==> config.mk <==
export PLATFORM = sky130hd
export DESIGN_NAME = avr_pp_sequencer
export DESIGN_NICKNAME = d
export VERILOG_FILES = /design/src/rtl/avr_pp_sequencer.sv
export SDC_FILE = /design/constraint.sdc
export NUM_CORES = 1
export LEC_CHECK = 0
export ABC_CLOCK_PERIOD_IN_PS = 2200
export CORE_MARGIN = 2
export CORE_UTILIZATION = 40
export CTS_CLUSTER_SIZE = 10
export DETAILED_ROUTE_END_ITERATION = 7
export PLACE_DENSITY = 0.76
export RECOVER_POWER = 100
export SYNTH_ARGS = -nofsm -noshare
export SYNTH_HDL_FRONTEND = slang
export SYNTH_SLANG_ARGS = --single-unit
==> constraint.sdc <==
create_clock -name clk -period 2.2 [get_ports clk]
set_input_delay 0.55 -clock clk [delete_from_list [all_inputs] [get_ports clk]]
set_output_delay 0.55 -clock clk [all_outputs]
set_load 0.03 [all_outputs]
==> src/rtl/avr_pp_sequencer.sv <==
// avr_pp_sequencer: sequences AVR high-voltage parallel-programming pin waveforms
// (XTAL/PAGEL/WR/OE pulses, BS1/BS2/XA0/XA1 selects and the data bus) from a
// simple command handshake. All outputs are registered and aligned to the state
// they belong to.
// Optional feature macro: AVR_PP_TIMEOUT_EN enables the RDY/BSY timeout and the
// sticky error flag; without it WAIT_RDY waits indefinitely and error is 0.
module avr_pp_sequencer #(
  parameter int XTAL_PULSE  = 4,
  parameter int WR_PULSE    = 8,
  parameter int OE_SETTLE   = 4,
  parameter int RDY_TIMEOUT = 65535
) (
  input  logic       clk,
  input  logic       rst,
  input  logic       cmd_valid,
  output logic       cmd_ready,
  input  logic [2:0] cmd_op,
  input  logic [7:0] cmd_data,
  output logic       rsp_valid,
  output logic [7:0] rsp_data,
  output logic       error,
  output logic       busy,
  output logic       dut_xtal,
  output logic       dut_oe,
  output logic       dut_wr,
  output logic       dut_bs1,
  output logic       dut_bs2,
  output logic       dut_xa0,
  output logic       dut_xa1,
  output logic       dut_pagel,
  output logic [7:0] dut_data_out,
  output logic       dut_data_oe,
  input  logic [7:0] dut_data_in,
  input  logic       dut_rdy
);

  typedef enum logic [2:0] {
    ST_IDLE, ST_SETUP, ST_PULSE, ST_HOLD, ST_WAIT_RDY, ST_DONE
  } state_t;

  localparam logic [2:0] OP_LOAD_CMD     = 3'd0;
  localparam logic [2:0] OP_LOAD_ADDR_LO = 3'd1;
  localparam logic [2:0] OP_LOAD_ADDR_HI = 3'd2;
  localparam logic [2:0] OP_LOAD_DATA    = 3'd3;
  localparam logic [2:0] OP_LATCH_PAGE   = 3'd4;
  localparam logic [2:0] OP_WRITE        = 3'd5;
  localparam logic [2:0] OP_READ_LO      = 3'd6;
  localparam logic [2:0] OP_READ_HI      = 3'd7;

  typedef struct packed {
    logic       xtal;
    logic       oe;
    logic       wr;
    logic       bs1;
    logic       bs2;
    logic       xa0;
    logic       xa1;
    logic       pagel;
    logic       data_oe;
    logic [7:0] data_out;
  } pins_t;

  state_t     state_r, state_nx_s;
  logic [2:0] op_r, op_nx_s;
  logic [7:0] data_r, data_nx_s;
  logic [7:0] cnt_r, cnt_nx_s;
  logic       accept_s;
  logic       rdy_ok_s;
  logic       tmo_hit_s;
  pins_t      pins_nx_s;

  // Pulse length minus one, loaded into the pulse counter on entering PULSE.
  function automatic logic [7:0] pulse_len_m1(input logic [2:0] op);
    logic [7:0] n;
    case (op)
      OP_WRITE:               n = 8'(WR_PULSE - 1);
      OP_READ_LO, OP_READ_HI: n = 8'(OE_SETTLE - 1);
      default:                n = 8'(XTAL_PULSE - 1);
    endcase
    return n;
  endfunction

  // Pin levels for a given state/op; the bus is only driven by load ops, so it
  // is never enabled while OE is low.
  function automatic pins_t decode_pins(input state_t st, input logic [2:0] op,
                                        input logic [7:0] d);
    pins_t p;
    logic  act;
    logic  pul;
    p          = '0;
    p.oe       = 1'b1;
    p.wr       = 1'b1;
    act        = (st == ST_SETUP) || (st == ST_PULSE) || (st == ST_HOLD);
    pul        = (st == ST_PULSE);
    if (act) begin
      case (op)
        OP_LOAD_CMD:     begin p.xa1 = 1'b1; p.data_oe = 1'b1; p.data_out = d; p.xtal = pul; end
        OP_LOAD_ADDR_LO: begin p.data_oe = 1'b1; p.data_out = d; p.xtal = pul; end
        OP_LOAD_ADDR_HI: begin p.bs1 = 1'b1; p.data_oe = 1'b1; p.data_out = d; p.xtal = pul; end
        OP_LOAD_DATA:    begin p.xa0 = 1'b1; p.data_oe = 1'b1; p.data_out = d; p.xtal = pul; end
        OP_LATCH_PAGE:   begin p.bs1 = d[0]; p.pagel = pul; end
        OP_WRITE:        begin p.bs1 = d[0]; p.bs2 = d[1]; p.wr = ~pul; end
        OP_READ_LO:      begin p.bs1 = 1'b0; p.bs2 = d[0]; p.oe = ~pul; end
        OP_READ_HI:      begin p.bs1 = 1'b1; p.bs2 = d[0]; p.oe = ~pul; end
        default:         begin p.data_oe = 1'b0; end
      endcase
    end else begin
      p.data_oe = 1'b0;
    end
    return p;
  endfunction

  assign accept_s = cmd_valid & cmd_ready;
  assign rdy_ok_s = (state_r == ST_WAIT_RDY) && (cnt_r == 8'd0) && dut_rdy;

`ifdef AVR_PP_TIMEOUT_EN
  logic [15:0] tmo_cnt_r;
  logic        error_r;

  assign tmo_hit_s = (state_r == ST_WAIT_RDY) && (tmo_cnt_r == 16'(RDY_TIMEOUT - 1));

  // Count WAIT_RDY cycles and latch the sticky timeout flag.
  always_ff @(posedge clk) begin
    if (rst) begin
      tmo_cnt_r <= 16'd0;
      error_r   <= 1'b0;
    end else begin
      if (state_r == ST_WAIT_RDY) tmo_cnt_r <= tmo_cnt_r + 16'd1;
      else                        tmo_cnt_r <= 16'd0;
      if (tmo_hit_s && !rdy_ok_s) error_r <= 1'b1;
      else                        error_r <= error_r;
    end
  end

  assign error = error_r;
`else
  assign tmo_hit_s = 1'b0;
  // error never rises without the timeout feature (RDY_TIMEOUT is positive).
  assign error     = (RDY_TIMEOUT < 0) ? 1'b1 : 1'b0;
`endif

  // Next-state, pulse-counter and next pin-level computation.
  always_comb begin
    state_nx_s = state_r;
    op_nx_s    = op_r;
    data_nx_s  = data_r;
    cnt_nx_s   = cnt_r;
    case (state_r)
      ST_IDLE: begin
        if (accept_s) begin
          state_nx_s = ST_SETUP;
          op_nx_s    = cmd_op;
          data_nx_s  = cmd_data;
        end else begin
          state_nx_s = ST_IDLE;
        end
      end
      ST_SETUP: begin
        state_nx_s = ST_PULSE;
        cnt_nx_s   = pulse_len_m1(op_r);
      end
      ST_PULSE: begin
        if (cnt_r == 8'd0) begin
          if (op_r == OP_WRITE) begin
            state_nx_s = ST_WAIT_RDY;
            cnt_nx_s   = 8'd2;   // RDY is ignored for the first two WAIT_RDY cycles
          end else begin
            state_nx_s = ST_HOLD;
          end
        end else begin
          cnt_nx_s = cnt_r - 8'd1;
        end
      end
      ST_HOLD: state_nx_s = ST_DONE;
      ST_WAIT_RDY: begin
        if (cnt_r != 8'd0) cnt_nx_s = cnt_r - 8'd1;
        else               cnt_nx_s = cnt_r;
        if (rdy_ok_s || tmo_hit_s) state_nx_s = ST_DONE;
        else                       state_nx_s = ST_WAIT_RDY;
      end
      ST_DONE: state_nx_s = ST_IDLE;
      default: state_nx_s = ST_IDLE;
    endcase
    pins_nx_s = decode_pins(state_nx_s, op_nx_s, data_nx_s);
  end

  // State register plus registered handshake, response and DUT pin outputs.
  always_ff @(posedge clk) begin
    if (rst) begin
      state_r      <= ST_IDLE;
      op_r         <= 3'd0;
      data_r       <= 8'd0;
      cnt_r        <= 8'd0;
      cmd_ready    <= 1'b1;
      busy         <= 1'b0;
      rsp_valid    <= 1'b0;
      rsp_data     <= 8'd0;
      dut_xtal     <= 1'b0;
      dut_oe       <= 1'b1;
      dut_wr       <= 1'b1;
      dut_bs1      <= 1'b0;
      dut_bs2      <= 1'b0;
      dut_xa0      <= 1'b0;
      dut_xa1      <= 1'b0;
      dut_pagel    <= 1'b0;
      dut_data_out <= 8'd0;
      dut_data_oe  <= 1'b0;
    end else begin
      state_r      <= state_nx_s;
      op_r         <= op_nx_s;
      data_r       <= data_nx_s;
      cnt_r        <= cnt_nx_s;
      cmd_ready    <= (state_nx_s == ST_IDLE);
      busy         <= (state_nx_s != ST_IDLE);
      rsp_valid    <= (state_nx_s == ST_DONE);
      if ((state_r == ST_PULSE) && (cnt_r == 8'd0) && (op_r[2:1] == 2'b11))
        rsp_data <= dut_data_in;
      else
        rsp_data <= rsp_data;
      dut_xtal     <= pins_nx_s.xtal;
      dut_oe       <= pins_nx_s.oe;
      dut_wr       <= pins_nx_s.wr;
      dut_bs1      <= pins_nx_s.bs1;
      dut_bs2      <= pins_nx_s.bs2;
      dut_xa0      <= pins_nx_s.xa0;
      dut_xa1      <= pins_nx_s.xa1;
      dut_pagel    <= pins_nx_s.pagel;
      dut_data_out <= pins_nx_s.data_out;
      dut_data_oe  <= pins_nx_s.data_oe;
    end
  end

endmodule
* After elaboration in Yosys (flattened, before gate mapping)
Cells that the tools add are included.
** Word-level totals
- Flip-flop bits (word level) :: 50
- Input bits :: 23
- Output and inout port bits :: 29
- Word-level logic and storage cells :: 87
** Cells by class
- Add/subtract/negate cells :: 1
- Equality and inequality tests :: 19
- Mux-type cells :: 19
- Bitwise logic cells :: 7
- Reduce and logical (&&, ||, !) cells :: 23
** Operators by type and width (count)
- $mux 8 :: 5
- $pmux 8 s3 :: 1
- $eq 3x3->1 const B :: 7
- $eq 3x2->1 const B :: 6
- $mux 3 :: 5
- $pmux 3 s5 :: 1
- $reduce_or 3->1 :: 4
- $eq 3x1->1 const B :: 3
- $logic_not 3->1 :: 3
- $mux 9 :: 1
- $logic_not 8->1 :: 1
- $reduce_bool 8->1 :: 1
- $reduce_or 2->1 :: 4
- $sub 8x1->8 const B :: 1
- $not 1->1 :: 6
- $reduce_bool 3->1 :: 2
- $logic_and 1x1->1 :: 4
- $mux 1 :: 4
- $pmux 1 s2 :: 2
- $reduce_or 4->1 :: 1
- $ne 3x3->1 const B :: 1
- $reduce_and 3->1 :: 1
- $eq 2x2->1 const B :: 1
- $logic_or 1x1->1 :: 2
- 2 further kinds :: 2

* Logic depth before layout (Yosys ltp)
- Depth in word-level cells :: 10
- Mapped depth :: 10
- Mapped depth without buffers :: 7

* Worst setup path before layout
No wires, ideal clock.
- Path kind :: register -> register
- Start :: reg cnt_r[0]
- End :: reg dut_data_out[1]
- Setup time :: 0.120 ns
- Arrival :: 2.035 ns
- Data required time :: 2.080 ns
- Slack :: 0.045 ns
- Stages on the path, launching flop included :: 10
- Buffers on the path :: 2
- Clock period less this slack :: 2.155 ns
- Path through :: dfxtp_1 -> inv_1 -> ha_1 -> or3b_2 -> clkbuf_1 -> o311ai_1 -> a21oi_1 -> o2111ai_2 -> buf_6 -> nor2_2
** On the way
- Cells in the longest elaborated chain, start to end :: 10
- Elaborated cells on any way between the ends :: 13
- Those cells by class :: 3 x eq/ne; 3 x mux; 1 x bitwise; 6 x reduce/logical
** Ends and longest elaborated chain
- start: declaration :: line 66 : logic [7:0] cnt_r, cnt_nx_s;
- start signal: assignment :: line 212 : cnt_r <= cnt_nx_s;
- $logic_not 8->1 * :: line 114, 163
- $logic_and 1x1->1 (2 in series) :: line 114 : assign rdy_ok_s = (state_r == ST_WAIT_RDY) && (cnt_r == 8'd0) && dut_rdy;
- $mux 1 :: line 178 : if (rdy_ok_s || tmo_hit_s) state_nx_s = ST_DONE;
- $pmux 3 s5 * :: line 148 : case (state_r)
- $eq 3x1->1 or $eq 3x2->1 (tied branches) :: line 93 : act = (st == ST_SETUP) || (st == ST_PULSE) || (st == ST_HOLD);
- $logic_or 1x1->1 :: line 93
- $logic_or 1x1->1 * :: line 93
- $not 1->1 (no source line) *
- $reduce_or 3->1 (no source line) *
- end signal: assignment :: line 228 : dut_data_out <= pins_nx_s.data_out;
- end: declaration :: line 31 : output logic [7:0] dut_data_out,
Mark *: on every way between the ends. The rest lies on a longest branch, timed or not.
A chain may end at the register's enable or synchronous reset.

* Worst setup path after layout
- Start :: in cmd_valid
- End :: reg dut_bs2
** On the way
- Cells in the longest elaborated chain, start to end :: 8
- Elaborated cells on any way between the ends :: 19
- Those cells by class :: 6 x eq/ne; 7 x mux; 2 x bitwise; 4 x reduce/logical
** Ends and longest elaborated chain
- start: declaration :: line 15 : input logic cmd_valid,
- $and 1x1->1 * :: line 113 : assign accept_s = cmd_valid & cmd_ready;
- $mux 1 :: line 150 : if (accept_s) begin
- $pmux 3 s5 :: line 148
- $eq 3x1->1 or $eq 3x2->1 (tied branches) :: line 93
- $logic_or 1x1->1 (2 in series) :: line 93
- $not 1->1 (no source line)
- $reduce_or 2->1 (no source line)
- end signal: assignment :: line 224 : dut_bs2 <= pins_nx_s.bs2;
- end: declaration :: line 27 : output logic dut_bs2,
Marks and branches as above.

==> impl_metrics.py <==
metrics = {
    "outcome": {
        "status": "finished, final reports clean",
    },
    "synth": {
        "synthFlopType": "dfxtp_1",
        "syn_area_um2": 2110,
        "synth_nets": 244,
        "syn_avg_cell_area_um2": 9.589,
        "seq_area_frac_synth_pct": 47.45,
        "synth_cell_type_count": 50,
        "netlist_instances": 220,
        "ys_ff_latch": 50,
        "synth_edf_count": 0,
        "ys_warn_count": 0,
        "async_flop_share_pct": 0,
    },
    "sta": {
        "fin_ws_ps": 82.50,
        "slew_viol_final": 0,
        "finalHoldViolCount": 0,
        "setup_viol": 0,
        "fin_crit_ps": 2117,
        "fin_crit_sh_pct": 96.25,
        "finalClockSkew_ps": 13.92,
        "max_freq_mhz": 472.3,
    },
    "power": {
        "p_leak_nw": 1.234,
        "ir_drop_v": 0.0004486,
        "p_per_area_nw_per_um2": 1299,
        "power_mw": 3.875,
    },
    "drt": {
        "ant_nets": 0,
        "drt_iter0_drc": 120,
        "drc": 0,
        "drt_pass1_iterations": 4,
        "routedWlPerCell_um": 13.65,
        "routed_wl_um": 5010,
        "vias_per_cell": 4.997,
        "vias": 1834,
    },
    "setup_path": {
        "crit_arrival_ps": 2370,
        "critPathMaxFanout": 4,
        "cp.required_ps": 2450,
        "critPathLaunchType": "input pin",
        "crit_path_end_kind": "register",
        "critical_path_class": "in -> reg",
    },
    "floorplanning": {
        "die_h_um": 76.62,
        "dieArea_um2": 5871,
        "core_um2": 5107,
        "num_rows": 26,
        "die_x_um": 76.62,
        "io_pins": 52,
        "start_util_pct": 41.30,
    },
    "cells_and_area": {
        "drive_gt1_share_pct": 18.52,
        "mostFrequentLayoutCells": "dfxtp_1, nor2_1, dlygate4sd3_1",
        "syn_to_final_growth_pct": 41.40,
        "layout_commonest_cell": "dfxtp_1",
        "fill_cells": 457,
        "antenna_cells": 0,
        "multiInputGateArea_um2": 1039,
        "fin_nets": 320,
        "regArea_um2": 1002,
        "final_util_pct": 58.40,
    },
    "global_route": {
        "grt_max_degree": 18,
        "overflow": 0,
        "grt_antenna_before_repair": 0,
        "grt_pass1_wl_um": 8266,
        "track_usage_pct": 17.55,
        "grt_pass1_vias": 1766,
    },
    "placement": {
        "dp_hpwl_um": 3484,
        "finalWeightedCongestion": 0.8414,
        "preCtsSetupSlack_ps": -265.6,
        "numPortBuffers": 50,
    },
    "clocking": {
        "insertion_delay_ps": 320,
        "clkTransAtPathRegs_ps": 100,
        "cts_hold_buf": 0,
        "cts.sinks": 50,
        "cts.htree.levels": 2,
        "cts_buffers": 5,
        "clockBufferDepth": 2,
        "clockRootBuffer": "clkbuf_8",
        "cts_tree": "yes",
    },
    "min_path": {
        "hp-class": "reg -> reg",
    },
    "run": {
        "maxCapViolCount": 0,
    },
}
[synth_stat cells, types with 3 or more instances]
library cell  number  area [µm²]
dfxtp_1           50        1001
nor2_1            33       123.9
mux2i_1           20       200.2
or3_1             10       62.56
a21oi_1            9       45.04
nor2_2             9       56.30
a31oi_1            7       43.79
inv_1              7       26.28
nand2_1            7       26.28
o21ai_0            6       30.03
clkbuf_1           5       18.77
nor3_1             4       20.02
buf_2              3       15.01
nand2b_1           3       18.77
xnor2_1            3       26.28
[per-layer routing]
metal	track usage (%)	share of wire, %	vias up
met5	0	0	-
met4	8.182	2.3	0
met3	4.028	6.0	9
met2	26.73	46	60
met1	23.56	45	854
li1	-	-	911
[state kept, by name, indices dropped and copies added, names as in the netlist]
register      cells
rsp_valid         1
state_r           3
dut_data_out      8
cnt_r             8
dut_wr            1
dut_xtal          1
cmd_ready         1
dut_xa1           1
data_r            8
rsp_data          8
dut_bs1           1
dut_pagel         1
dut_oe            1
dut_bs2           1
op_r              3
dut_data_oe       1
busy              1
dut_xa0           1
[cell families (layout without fill, tap and decap cells)]
kind of cell	count (synthesis)	in the layout	synth area share (%)
fa+ha+maj	1	1	0.5930
flops	50	50	47.45
simple gates	89	89	24.08
xor+xnor	4	4	1.661
mux	22	22	10.56
buf+inv	19	96	4.448
compound gates	34	34	11.03
other cells	1	1	0.1778
[power breakdown]
group	switching, mW	leakage (nW)	internal (mW)
combinational	1.07	0.770	0.890
clock	0.347	0.0563	0.347
sequential	0.122	0.407	1.10
total	1.54	1.23	2.33
[stage by stage]
step / hold WS [ps] / TNS (ps) / cell area, µm² / cells
finish: 490.6 / 0 / 2983 / 367
global route: 538.2 / -2.109 / 2983 / 367
CTS: 488.2 / 0 / 3000 / 367
detailed placement: 472.7 / -2860 / 2860 / 357
global placement: 458.9 / -1550 / 2860 / 357
floorplan: 441.7 / 0 / 2110 / 220
[path summary, 6_finish.rpt]
| path | startpoint | endpoint | slack, ps | depth (start not counted) |
|---|---|---|---|---|
| hold / removal | cnt_r[7] | cnt_r[7] | 490 | 2 |
| setup / recovery | cmd_valid | dut_bs2 | 80 | 7 |
| hold reg to reg | cnt_r[7] | cnt_r[7] | 490 | 2 |
| setup reg to reg | cnt_r[2] | cnt_r[6] | 90 | 6 |
[critical path, cell delays in order]
cell	delay (ps)
clkdlybuf4s50_1	460
nand4bb_1	170
nor2_4	150
buf_4	170
mux2i_4	230
or4b_4	490
a21oi_2	140
[area by class of cell]
class,instances,share of cell area (%)
Clock buffer,5,2.307
Clock inverter,3,1.636
Inverter,7,0.8809
Multi-Input combinational cell,151,34.82
Sequential cell,50,33.60
Tap cell,70,2.936
Timing Repair Buffer,81,23.83
[repair_timing]
item,in CTS,in global routing
resized for setup,2,10
gates cloned,0,0
pin swaps,2,3
buffers inserted,2,0
endpoints found under the setup margin,1,27
Note: power is estimated with default switching activity, not from simulation.
